<file path="config.mk">
export PLATFORM = sky130hd
export DESIGN_NAME = branch_resolve_unit
export DESIGN_NICKNAME = d
export VERILOG_FILES = /design/src/rtl/branch_resolve_unit.sv
export SDC_FILE = /design/constraint.sdc
export NUM_CORES = 1
export LEC_CHECK = 0
export ABC_CLOCK_PERIOD_IN_PS = 2200
export BUFFER_PORTS_ARGS = -buffer_cell sky130_fd_sc_hd__buf_2
export CORE_ASPECT_RATIO = 2
export CORE_MARGIN = 1
export CORE_UTILIZATION = 50
export CTS_CLUSTER_DIAMETER = 150
export DETAILED_ROUTE_END_ITERATION = 6
export PLACE_DENSITY_LB_ADDON = 0.3
export SKIP_LAST_GASP = 1
export SLEW_MARGIN = 20
export SYNTH_ARGS = -nofsm -noshare
export SYNTH_HDL_FRONTEND = slang
export SYNTH_SLANG_ARGS = --single-unit
export TNS_END_PERCENT = 10
</file>
<file path="constraint.sdc">
create_clock -name clk -period 2.2 [get_ports clk]
set_input_delay 0.22 -clock clk [delete_from_list [all_inputs] [get_ports clk]]
set_output_delay 0.22 -clock clk [all_outputs]
set_load 0.005 [all_outputs]
</file>
<file path="src/rtl/branch_resolve_unit.sv">
// Execute-stage control-flow resolver: target/link computation, fetch redirect handshake,
// timed flush of younger stages and a saturating taken-redirect counter. All outputs registered.
module branch_resolve_unit #(
  parameter int FLUSH_CYCLES = 2,
  parameter int CNT_W        = 16
) (
  input  logic             clk,
  input  logic             rst_n,
  input  logic             br_valid,
  input  logic [1:0]       br_type,
  input  logic             br_taken_in,
  input  logic [31:0]      br_pc,
  input  logic [31:0]      br_imm,
  input  logic [31:0]      br_rs1,
  input  logic             redirect_ready,
  output logic             redirect_valid,
  output logic [31:0]      redirect_pc,
  output logic             br_flush,
  output logic             br_stall,
  output logic [31:0]      br_link,
  output logic             br_link_valid,
  output logic             br_misalign,
  output logic [CNT_W-1:0] br_taken_cnt
);

  typedef enum logic [1:0] {IDLE, REDIRECT, FLUSH} state_t;

  state_t            state, state_nxt;
  logic [3:0]        fcnt, fcnt_nxt;
  logic              rv_nxt, lv_nxt, mis_nxt;
  logic [31:0]       rpc_nxt, link_nxt;
  logic [CNT_W-1:0]  cnt_nxt;
  logic              is_jump, taken;
  logic [31:0]       target;

  always_comb begin
    is_jump = br_type[1];
    taken   = (br_type == 2'b01 && br_taken_in) || is_jump;
    // JALR clears bit 0 of the computed address before the alignment check
    target  = (br_type == 2'b11) ? ((br_rs1 + br_imm) & ~32'h1) : (br_pc + br_imm);
  end

  always_comb begin
    state_nxt = state;
    fcnt_nxt  = fcnt;
    rv_nxt    = redirect_valid;
    rpc_nxt   = redirect_pc;
    link_nxt  = br_link;
    lv_nxt    = 1'b0;
    mis_nxt   = 1'b0;
    cnt_nxt   = br_taken_cnt;
    case (state)
      IDLE: begin
        if (br_valid) begin
          if (is_jump) begin
            lv_nxt   = 1'b1;
            link_nxt = br_pc + 32'd4;
          end
          if (taken) begin
            if (target[1:0] != 2'b00) begin
              mis_nxt = 1'b1;
            end else begin
              rv_nxt    = 1'b1;
              rpc_nxt   = target;
              state_nxt = REDIRECT;
            end
          end
        end
      end
      REDIRECT: begin
        if (redirect_ready) begin
          rv_nxt = 1'b0;
          if (br_taken_cnt != {CNT_W{1'b1}})
            cnt_nxt = br_taken_cnt + {{(CNT_W-1){1'b0}}, 1'b1};
          if (FLUSH_CYCLES == 0) begin
            state_nxt = IDLE;
          end else begin
            state_nxt = FLUSH;
            fcnt_nxt  = FLUSH_CYCLES[3:0];
          end
        end
      end
      FLUSH: begin
        // fcnt holds the number of flush cycles still to be shown, including the current one
        if (fcnt <= 4'd1) state_nxt = IDLE;
        else              fcnt_nxt  = fcnt - 4'd1;
      end
      default: state_nxt = IDLE;
    endcase
  end

  always_ff @(posedge clk or negedge rst_n) begin
    if (!rst_n) begin
      state          <= IDLE;
      fcnt           <= 4'd0;
      redirect_valid <= 1'b0;
      redirect_pc    <= 32'd0;
      br_flush       <= 1'b0;
      br_stall       <= 1'b0;
      br_link        <= 32'd0;
      br_link_valid  <= 1'b0;
      br_misalign    <= 1'b0;
      br_taken_cnt   <= {CNT_W{1'b0}};
    end else begin
      state          <= state_nxt;
      fcnt           <= fcnt_nxt;
      redirect_valid <= rv_nxt;
      redirect_pc    <= rpc_nxt;
      br_flush       <= (state_nxt == FLUSH);
      br_stall       <= (state_nxt != IDLE);
      br_link        <= link_nxt;
      br_link_valid  <= lv_nxt;
      br_misalign    <= mis_nxt;
      br_taken_cnt   <= cnt_nxt;
    end
  end

endmodule
</file>
# After elaboration in Yosys (flattened, before gate mapping)
# Index checks and enable logic that the tools add are counted.
[classes] addsub=5 magnitude_cmp=1 n_eq_ne=11 mux=22 n_bitwise=1 reduce_logical=12
[op_table] operator="$add 32x32->32" count=2
[op_table] operator="$add 32x3->32 const B" count=1
[op_table] operator="$mux 32" count=1
[op_table] operator="$add 16x1->16 const B" count=1
[op_table] operator="$ne 16x16->1 const B" count=1
[op_table] operator="$mux 1" count=11
[op_table] operator="$mux 2" count=5
[op_table] operator="$ne 2x2->1 const B" count=5
[op_table] operator="$reduce_and 3->1" count=3
[op_table] operator="$mux 4" count=2
[op_table] operator="$pmux 4 s2" count=1
[op_table] operator="$reduce_bool 2->1" count=4
[op_table] operator="$eq 2x2->1 const B" count=3
[op_table] operator="$pmux 2 s3" count=1
[op_table] operator="$reduce_and 5->1" count=1
[op_table] operator="$eq 2x1->1 const B" count=2
[op_table] operator="$le 4x1->1 const B" count=1
[op_table] operator="$reduce_and 4->1" count=1
[op_table] operator="$sub 4x1->4 const B" count=1
[op_table] operator="$logic_not 2->1" count=1
[op_table] operator="$pmux 1 s2" count=1
[op_table] operator="$logic_and 1x1->1" count=1
[op_table] operator="$logic_or 1x1->1" count=1
[op_table] operator="$not 1->1" count=1
[totals] register_bits=91 out_inout_bits=85 wordCells=62

# Longest topological paths before layout
[depth] depth_word=8 depth_mapped=11

# Worst setup path before layout
# No wires, ideal clock.
[synth_path] path_type="input to register" from="input br_pc[0]" to="register redirect_pc[28]" setup_time_ns=0.082 t_arrival_ns=2.622 setup_slack_ns=-0.504 stages=11 path_cell_list="ha_1 fa_1 a211o_1 a21oi_1 or3_1 nand2_1 a21o_1 a2111oi_2 nor2_1 or3_1 a31oi_1"
[synth_via] elab_chain_len=5
[synth_lines] item="start: declaration" line="12" source="input logic [31:0] br_pc,"
[synth_lines] item="$add 32x32->32 *" line="40" source="target = (br_type == 2'b11) ? ((br_rs1 + br_imm) & ~32'h1) : (br_pc + br_imm);"
[synth_lines] item="$mux 32 *" line="40"
[synth_lines] item="$reduce_bool 2->1" line="60" source="if (target[1:0] != 2'b00) begin"
[synth_lines] item="$not 1->1 (no source line)"
[synth_lines] item="$reduce_and 4->1 (no source line)"
[synth_lines] item="end signal: assignment" line="108" source="redirect_pc <= rpc_nxt;"
[synth_lines] item="end: declaration" line="17" source="output logic [31:0] redirect_pc,"
# Mark *: on every way between the ends. The rest lies on a longest branch, timed or not.
# A chain may end at the register's enable or synchronous reset.

# Worst setup path after layout
[layout_path] from="input br_imm[0]" to="register redirect_pc[30]"
[layout_via] elab_chain_len=5 elab_cells_between_ends=6 cone_classes="2 x add/sub; 1 x mux; 1 x bitwise; 2 x reduce/logical"
[layout_lines] item="start: declaration" line="13" source="input logic [31:0] br_imm,"
[layout_lines] item="$add 32x32->32" line="40"
[layout_lines] item="$mux 32 *" line="40"
[layout_lines] item="$reduce_bool 2->1" line="60"
[layout_lines] item="$not 1->1 (no source line)"
[layout_lines] item="$reduce_and 4->1 (no source line)"
# Marks and branches as above.

==> key figures <==
Setup path
  • Critical path type: input port to flip-flop
  • CP endpoint kind: flip-flop
  • Crit-path cells: buf_2 > and2_1 > fa_2 > a21o_1 > a311oi_2 > o21ai_2 > o21ba_2 > o31ai_4 > a21oi_1 > or2_1 > a221o_1 > o211ai_1
  • Worst Path Arrival: 2.76 ns
  • WP depth: 12
  • Crit path buffers/inverters: 1
  • CP delay by family, top: compound AO/OA/AOI/OAI gates
  • Slowest Stage Delay on Critical Path: 0.34 ns
  • Reg2reg start: br_taken_cnt[3]$_DFFE_PN0P_
  • Reg-to-Reg End: br_taken_cnt[7]$_DFFE_PN0P_
  • Worst Setup EP: redirect_pc[30]$_DFFE_PN0P_
  • Crit path max fanout: 3
  • R2r setup slk: 0.09 ns
  • Critical path launch point: br_imm[0]
  • Setup crit start kind: input port
  • Critical path data required time: 2.47 ns
  • FF-to-FF path depth: 9
  • CP max-delay cell: fa_2

Layout
  • Layout cells sized above 1: 0.344
  • Final Net Count: 1,423
  • Most common cell after layout, fill and taps aside: buf_4
  • Finished Core Util: 0.722
  • Most frequent cells in the layout: buf_4 (196), buf_2 (186), nand2_1 (130), dfrtp_1 (91), o21ai_0 (84)
  • Final instance area: 10,400 um2
  • Area delta synth->final: 41.0%

Synthesis
  • Register bit total from synthesis: 91
  • Share of flip-flops with an asynchronous set or reset: 1.00
  • Mapped Area: 7350 um2
  • Number of synthesized flops with an enable pin: 0
  • Mean Syn Cell Area: 8.33 um2
  • Largest cells by area after synthesis: dfrtp_1 (31%), ha_1 (11%), nand2_1 (6.7%), xnor2_1 (6.3%), o21ai_0 (5.7%)
  • Top-area cell type share of the netlist area: 0.310
  • Synthesized Nets: 1,053
  • Synth cell types: 66
  • Post-synthesis instance total: 883
  • Top_reg_cell synth: dfrtp_1
  • Yosys Warn Count: 0
  • Synth area leader: dfrtp_1
  • Sequential element share of the synthesized area: 0.310

Floorplan
  • Starting density of the core: 0.512
  • Total Die Area: 15,200 um2
  • Row cnt: 62
  • Die width: 87.7 um
  • Number of I/O pins: 188
  • Core Region: 14,400 um2
  • Chip height: 173 um

Timing
  • Final hold vios: 0
  • Fmax: 402 MHz
  • Setup TNS: -2.97 ns
  • Final Critical Period: 2.49 ns
  • Slew headroom: 0.593
  • Final Skew: 0.00671 ns
  • Final setup vio count: 18
  • Worst setup margin: -0.290 ns
  • RSZ-0062 raised after global routing: true
  • Least-Margin Pin Slew: 0.611 ns
  • Pins Over Slew Limit: 0
  • Fin crit share: 1.13

Global route
  • Initial antenna violation count: 2
  • Global route overflow: 0
  • First-pass GRT wire length: 38.6 mm
  • Tot GR Track Use: 0.334
  • Largest net degree at the start of global routing: 63
  • Vias in the first global route: 8,286

CTS
  • Clk sinks: 91
  • CTS tree: done
  • Root Driver: clkbuf_16
  • Clock Latency Late Sink: 0.36 ns
  • CTS buffer count: 9
  • H-tree Lvls: 3
  • Clk buf depth: 2
  • Worst-path clk slew: 0.07 ns

Hold path
  • WHS Path Cells: 3
  • Hold WC Path Type: input port to flip-flop

Drt
  • Starting DRC count in detailed routing: 353
  • Post-DR vias/cell: 5.62
  • DR WL/cell: 17.1 um
  • # DRC: 0
  • DRT antenna net count: 0
  • Router iterations before antenna repair: 5
  • Drt total wl: 24.8 mm
  • DR vias: 8,160

Placement
  • GP Congestion: 0.942
  • Port bufs: 187
  • Hpwl dp: 20.0 mm
  • Placed instance area: 9940 um2

Pwr
  • Final Power: 7.89 mW
  • Worst IR Drop VDD: 0.456 mV
  • Power Density: 761 nW/um2
  • Total leakage power: 5.36 nW

Run status
  • Failing checks: setup timing
  • Status: complete, but fails checks

Job
  • Max cap viols: 0
==> cells by family after synthesis <==
kind of cell / synth area share
AND/OR/NAND/NOR: 0.181
AO/OA/AOI/OAI: 0.247
XOR/XNOR: 0.116
flip-flops: 0.310
adder cells (fa/ha/maj): 0.116
buffers and inverters: 0.0252
multiplexers: 0.00545
==> power by group <==
part	leakage (nW)	internal, mW	total (mW)	switching [mW]
Clock	0.165	1.04	1.78	0.738
Sequential	1.15	2.31	2.72	0.403
Combinational	4.04	1.64	3.40	1.76
==> repair_timing <==
| action | 4_1_cts | 5_1_grt |
|---|---|---|
| hold buffers | 1 | 0 |
| resized for setup | 4 | 8 |
| buffers inserted | 2 | 0 |
| setup endpoints to repair | 16 | 25 |
| pin swaps | 3 | 2 |
| hold endpoints to repair | 91 | 0 |
==> sequential cells by signal, indices dropped and copies added (netlist names) <==
| signal | flops |
|---|---|
| br_flush | 1 |
| br_link | 32 |
| br_link_valid | 1 |
| br_misalign | 1 |
| br_stall | 1 |
| br_taken_cnt | 16 |
| fcnt | 4 |
| redirect_pc | 32 |
| redirect_valid | 1 |
| state | 2 |
==> cell type report <==
cell class	instances	area, um2
multi-input cells	745	5000
fillers	1168	3980
repair buffers	384	2430
flip-flops and latches	91	2280
well taps	192	240
clock buffers	10	239
clock inverters	6	93.8
inverters	22	82.6
diodes	1	2.50
==> per-layer routing <==
layer | up-vias | wire length (um) | GRT usage
met5 | - | 12 | 0
met4 | 2 | 2370 | 0.286
met3 | 142 | 1300 | 0.0519
met2 | 346 | 12900 | 0.605
met1 | 3757 | 8210 | 0.311
li1 | 3913 | - | -
==> how the worst min path moves through the flow <==
stage	start	slack [ns]	end
final	br_pc[0]	0.11	br_link[0]$_DFFE_PN0P_
after global placement	rst_n	0.34	br_taken_cnt[14]$_DFFE_PN0P_
after global routing	br_pc[0]	0.12	br_link[0]$_DFFE_PN0P_
after CTS	br_pc[0]	0.11	br_link[0]$_DFFE_PN0P_
after floorplan	rst_n	-0.08	br_flush$_DFF_PN0_
after detailed placement	rst_n	0.34	br_taken_cnt[14]$_DFFE_PN0P_
==> synth_stat cells (4+ instances only) <==
cell type / instances
nand2_1: 131
a31o_2: 4
o211ai_1: 4
and2_1: 6
nand3_1: 20
and4_1: 4
a31oi_1: 7
o21a_1: 5
a21oi_1: 72
nand4_1: 12
o21ai_1: 4
or3_1: 7
ha_1: 65
dfrtp_1: 91
xor2_1: 44
nor3_1: 8
o21bai_1: 9
nand2b_1: 5
nor4_1: 4
mux2i_1: 4
nor2b_1: 7
inv_1: 22
clkbuf_1: 21
nor2_1: 73
a21o_1: 40
a211oi_1: 7
and3_1: 13
xnor2_1: 53
o21ai_0: 84
a22oi_1: 4
==> through the flow <==
step / setup slack, ns / cells / hold slack (ns)
finish: -0.290 / 1451 / 0.112
global route: -0.400 / 1451 / 0.124
CTS: -0.271 / 1450 / 0.105
detailed placement: -0.739 / 1431 / 0.340
global placement: -0.689 / 1431 / 0.340
floorplan: -0.357 / 883 / -0.0756
==> tightest hold or removal path, stage by stage <==
cell and delay, ns:
buf_2 0.11, nand2_1 0.05, nand2_1 0.05
No activity file was read; power rests on OpenSTA's default activity.
